==> src/rtl/ctrl_cmd_frontend.sv <==
// Purpose: buffers host cache requests and issues them one at a time to the controller FSM, then returns one response for each.
// Latency: a push into an idle, empty block gives cmd_valid_o 2 cycles later, and an illegal op gives rsp_valid_o 2 cycles later.
// Backpressure: req_ready_o drops while the FIFO is full; cmd and rsp stay valid and stable until their handshakes complete.
module ctrl_cmd_frontend #(
    parameter int KEY_WIDTH   = 16,
    parameter int VALUE_WIDTH = 64,
    parameter int DEPTH       = 4,
    parameter int TIMEOUT     = 255
) (
    input  logic                   clk,
    input  logic                   rst_n,
    input  logic                   req_valid_i,
    output logic                   req_ready_o,
    input  logic [2:0]             req_op_i,
    input  logic [KEY_WIDTH-1:0]   req_key_i,
    input  logic [VALUE_WIDTH-1:0] req_value_i,
    output logic                   cmd_valid_o,
    output logic [2:0]             cmd_op_o,
    output logic [KEY_WIDTH-1:0]   cmd_key_o,
    output logic [VALUE_WIDTH-1:0] cmd_value_o,
    input  logic                   cmd_ack_i,
    input  logic                   ctrl_done_i,
    input  logic                   ctrl_error_i,
    output logic                   rsp_valid_o,
    input  logic                   rsp_ready_i,
    output logic [2:0]             rsp_op_o,
    output logic                   rsp_error_o,
    output logic                   rsp_timeout_o,
    output logic                   busy_o
);

    localparam int PTR_W = $clog2(DEPTH);
    localparam int CNT_W = $clog2(DEPTH + 1);
    localparam int WD_W  = $clog2(TIMEOUT + 1);

    localparam logic [CNT_W-1:0] FULL_CNT  = CNT_W'(DEPTH);
    localparam logic [WD_W-1:0]  WD_LAST   = WD_W'(TIMEOUT - 1);
    localparam logic [2:0]       OP_NOOP   = 3'd0;
    localparam logic [2:0]       OP_DELETE = 3'd4;

    typedef struct packed {
        logic [2:0]             op;
        logic [KEY_WIDTH-1:0]   key;
        logic [VALUE_WIDTH-1:0] value;
    } req_t;

    typedef enum logic [1:0] {
        S_IDLE,
        S_ISSUE,
        S_WAIT,
        S_RESP
    } state_t;

    req_t             mem [DEPTH];
    req_t             push_dat;
    req_t             head_dat;
    logic [PTR_W-1:0] wr_ptr_q;
    logic [PTR_W-1:0] rd_ptr_q;
    logic [CNT_W-1:0] count_q;
    logic             push;
    logic             pop;

    state_t           state_q, state_d;
    req_t             iss_q, iss_d;
    logic             err_q, err_d;
    logic             tmo_q, tmo_d;
    logic [WD_W-1:0]  wdog_q, wdog_d;

    assign req_ready_o = (count_q != FULL_CNT);
    // NOOPs complete the handshake but never occupy a slot.
    assign push        = req_valid_i && req_ready_o && (req_op_i != OP_NOOP);
    assign push_dat    = '{op: req_op_i, key: req_key_i, value: req_value_i};
    assign head_dat    = mem[rd_ptr_q];

    always_ff @(posedge clk) begin
        if (push) begin
            mem[wr_ptr_q] <= push_dat;
        end
    end

    always_ff @(posedge clk or negedge rst_n) begin
        if (!rst_n) begin
            wr_ptr_q <= '0;
            rd_ptr_q <= '0;
            count_q  <= '0;
        end else begin
            if (push) begin
                wr_ptr_q <= wr_ptr_q + 1'b1;
            end
            if (pop) begin
                rd_ptr_q <= rd_ptr_q + 1'b1;
            end
            case ({push, pop})
                2'b10:   count_q <= count_q + 1'b1;
                2'b01:   count_q <= count_q - 1'b1;
                default: count_q <= count_q;
            endcase
        end
    end

    always_ff @(posedge clk or negedge rst_n) begin
        if (!rst_n) begin
            state_q <= S_IDLE;
            iss_q   <= '0;
            err_q   <= 1'b0;
            tmo_q   <= 1'b0;
            wdog_q  <= '0;
        end else begin
            state_q <= state_d;
            iss_q   <= iss_d;
            err_q   <= err_d;
            tmo_q   <= tmo_d;
            wdog_q  <= wdog_d;
        end
    end

    always_comb begin
        state_d = state_q;
        iss_d   = iss_q;
        err_d   = err_q;
        tmo_d   = tmo_q;
        wdog_d  = wdog_q;
        pop     = 1'b0;
        case (state_q)
            S_IDLE: begin
                if (count_q != '0) begin
                    pop   = 1'b1;
                    iss_d = head_dat;
                    tmo_d = 1'b0;
                    // Illegal opcodes never reach the controller.
                    if (head_dat.op > OP_DELETE) begin
                        err_d   = 1'b1;
                        state_d = S_RESP;
                    end else begin
                        err_d   = 1'b0;
                        state_d = S_ISSUE;
                    end
                end
            end
            S_ISSUE: begin
                if (cmd_ack_i) begin
                    wdog_d  = '0;
                    state_d = S_WAIT;
                end
            end
            S_WAIT: begin
                // Status takes priority over the watchdog expiring in the same cycle.
                if (ctrl_done_i || ctrl_error_i) begin
                    err_d   = ctrl_error_i;
                    state_d = S_RESP;
                end else if (wdog_q == WD_LAST) begin
                    err_d   = 1'b1;
                    tmo_d   = 1'b1;
                    state_d = S_RESP;
                end else begin
                    wdog_d = wdog_q + 1'b1;
                end
            end
            S_RESP: begin
                if (rsp_ready_i) begin
                    state_d = S_IDLE;
                end
            end
            default: state_d = S_IDLE;
        endcase
    end

    assign cmd_valid_o   = (state_q == S_ISSUE);
    assign cmd_op_o      = iss_q.op;
    assign cmd_key_o     = iss_q.key;
    assign cmd_value_o   = iss_q.value;
    assign rsp_valid_o   = (state_q == S_RESP);
    assign rsp_op_o      = iss_q.op;
    assign rsp_error_o   = rsp_valid_o && err_q;
    assign rsp_timeout_o = rsp_valid_o && tmo_q;
    assign busy_o        = (state_q != S_IDLE) || (count_q != '0);

endmodule

==> config.mk <==
export PLATFORM = sky130hd
export DESIGN_NAME = ctrl_cmd_frontend
export DESIGN_NICKNAME = d
export VERILOG_FILES = /design/src/rtl/ctrl_cmd_frontend.sv
export SDC_FILE = /design/constraint.sdc
export NUM_CORES = 1
export LEC_CHECK = 0
export ABC_AREA = 1
export CAP_MARGIN = 30
export CORE_AREA = 2 2 181 183
export CTS_BUF_LIST = sky130_fd_sc_hd__clkbuf_4
export CTS_CLUSTER_DIAMETER = 40
export DETAILED_ROUTE_END_ITERATION = 8
export DIE_AREA = 0 0 183 185
export GPL_TIMING_DRIVEN = 0
export PLACE_DENSITY_LB_ADDON = 0.15
export SYNTH_ARGS = -nofsm -noshare
export SYNTH_HDL_FRONTEND = slang
export SYNTH_SLANG_ARGS = --single-unit
==> constraint.sdc <==
create_clock -name clk -period 7.5 [get_ports clk]
set_input_delay 1.125 -clock clk [delete_from_list [all_inputs] [get_ports clk]]
set_output_delay 1.125 -clock clk [all_outputs]
set_load 0.02 [all_outputs]
==> reports/metrics.cfg <==
[sta]
final_hold_viol_count=0
fmax_ghz=0.298
slew_headroom_pct=39.8
hold_ws_ns=0.252
tightest_slew_ns=0.901
finalCritPeriodShare_pct=44.8
setup_violations=0
min_period_ns=3.36
skew_ns=0.0929
rsz0062_at_grt=false
slew_viol_final=0

[cts]
cts_buffers=106
clk-insertion-delay-late_ns=0.77
holdBufCountCts=0
post-cts-setup-buffers=0
clockBufferDepth=3
htree_num_levels=3
post_cts_resized=0
cts_tree=yes
cts_sinks=434
cts_root_buffer=clkbuf_4
clk_pin_slew_ns=0.07

[logic_synthesis]
synthesis.area_um2=16700
synthSimpleGateAreaFrac_pct=11.7
synth.distinct_cells=31
syn_avg_cell_area_um2=12.6
ys_seq_area_share_pct=75.0
ys_warn_count=0
synth_compound_area_share_pct=8.41
synthCells=1326
synth.area.mux_share_pct=0
ys_ff_latch=434
syn-num-nets=1429
synth_fa_ha_area_share_pct=1.02
synth_xor_area_share_pct=0.420
synth_top_family_by_area=simple AND/OR/NAND/NOR gates

[layout]
final_nets=1731
num-fill-cells=2500
final_util_pct=64.6
area_growth_pct=24.1
drive_gt1_share_pct=14.3
instances_no_fill=2131

[setup_path]
arrival_ns=3.73
cp-end-kind=flop
r2r_slack_ns=4.78
reg2reg_to=mem[1][15]
cp_top_family=simple AND/OR/NAND/NOR gates
cp_max_fo=24
critical-path-max-stage-delay_ns=0.88
r2r_cells=6
path_class=in2reg
rr_startpoint=count_q[0]
cp_cell_sequence=clkdlybuf4s50_1 -> nor3_1 -> nand3b_1 -> nor2_4 -> buf_16 -> buf_12
crit_required_ns=7.87
cp-start-kind=input port
crit_slowest_cell=nor2_4
cp_num_buf_inv=3

[drt]
drt_pass1_iterations=5
post_drt_wl_per_cell_um=18.8
via_count=11300
route.detailed.drc=0
first_iter_violations=877
wl_um=40000
vias_per_cell=5.28
antenna_left=0

[die]
core_um2=32000
die_y_um=185
dieArea_um2=33900
rows=66
die_x_um=183
io_pins=182
start_util_pct=52.1

[global_route]
antenna_found_initial=7
grt_overflow_total=0
grt_pass1_wl_um=61100
grt_max_degree=82
grt_usage_pct=24.0
grt_pass1_vias=11300

[outcome]
status=finished, final reports clean

[hold_path]
min_path_type=in2async

[placed_design]
dp.cells=1928
place.gp.congestion=0.783
port_buffers=181
dp_hpwl_um=24600

[power]
power_density_nw_per_um2=419
ir_drop_mv=0.213
cellLeakagePower_nw=7.60

[run]
cap_viol_max_count=0

metal layers:
layer	track usage (%)	vias to the layer above	share of wire [%]
met5	0	-	0.11
met2	38.5	453	47
li1	-	5335	-
met1	32.3	5365	42
met4	9.22	6	2.7
met3	5.39	99	7.8
synthesized netlist by cell type (all sizes together):
cell      n  area [µm²]
inv      27         104
buf      56         392
ha       12         150
xnor2     2        17.5
nor3b     1        7.51
a21o      1        7.51
o21ai   173         866
nand4     1        6.26
a31oi    80         500
clkinv    1        5.00
nand2    65         256
dfrtp   102        2550
xor2      6        52.6
fa        1        20.0
nor2    422        1590
clkbuf   21        80.1
edfxtp  332        9970
nand3b    2        15.0
nand3    13        65.1
nor3      2        10.0
a21oi     6        30.0
registers in the layout, summed over array words and instances (netlist names), 2 cells and up:
name,flops
cmd_key_o,16
cmd_op_o,3
cmd_value_o,64
count_q,3
mem,332
rd_ptr_q,2
state_q,2
wdog_q,8
wr_ptr_q,2
per-stage QoR:
stage	setup slack [ns]	cell area, µm²	total power (W)	TNS [ns]
final	4.14	20700	0.00867	0
after global routing	3.99	20700	0.00924	0
after CTS	4.09	20700	0.00875	0
after detailed placement	3.39	19300	0.00684	0
after global placement	-1.83	19000	0.00675	-577.17
after floorplan	2.01	16700	0.00545	0
report_power, final:
| group | internal (W) | switching, W |
|---|---|---|
| Sequential | 0.00321 | 0.000245 |
| Combinational | 0.00125 | 0.00207 |
| Clock | 0.000978 | 0.000924 |
layout by cell type (no fill, tap or decap), types with 19 or more instances in the layout:
| cell | synthesis | routed |
|---|---|---|
| clkbuf_1 | 20 | 20 |
| buf_4 | 22 | 22 |
| edfxtp_1 | 332 | 332 |
| dfrtp_1 | 102 | 102 |
| clkinv_1 | 0 | 31 |
| o21ai_0 | 154 | 154 |
| inv_1 | 24 | 24 |
| clkbuf_4 | 0 | 159 |
| a31oi_1 | 80 | 80 |
| o21ai_1 | 19 | 19 |
| nand2_1 | 62 | 62 |
| clkdlybuf4s50_1 | 0 | 180 |
| buf_2 | 19 | 19 |
| nor2_1 | 421 | 417 |
area by class of cell:
class	count	area, µm²	area share, %
inverter	28	109	0.526
buffer	77	472	2.28
clock inverter	39	173	0.834
multi-input combinational	787	3620	17.5
timing repair buffer	194	2100	10.1
sequential	434	12500	60.5
tap	408	510	2.47
antenna	5	12.5	0.0604
clock buffer	159	1190	5.76
worst max-delay path by stage:
stage	from	cells after the start	slack, ns	endpoint
5_1_grt	req_op_i[1]	6	3.99	mem[1][15]
3_5_place_dp	req_op_i[1]	6	3.39	mem[1][56]
6_report	req_op_i[0]	6	4.14	mem[1][15]
4_1_cts	state_q[0]	4	4.09	busy_o
3_3_place_gp	req_op_i[1]	4	-1.83	mem[1][56]
2_1_floorplan	req_op_i[1]	3	2.01	mem[0][0]
logic make-up after synthesis:
family	count (synthesis)
buf+inv	105
simple gates	506
flops	434
xor+xnor	8
fa+ha+maj	13
compound gates	260
Power figures use the tool's default switching activity.
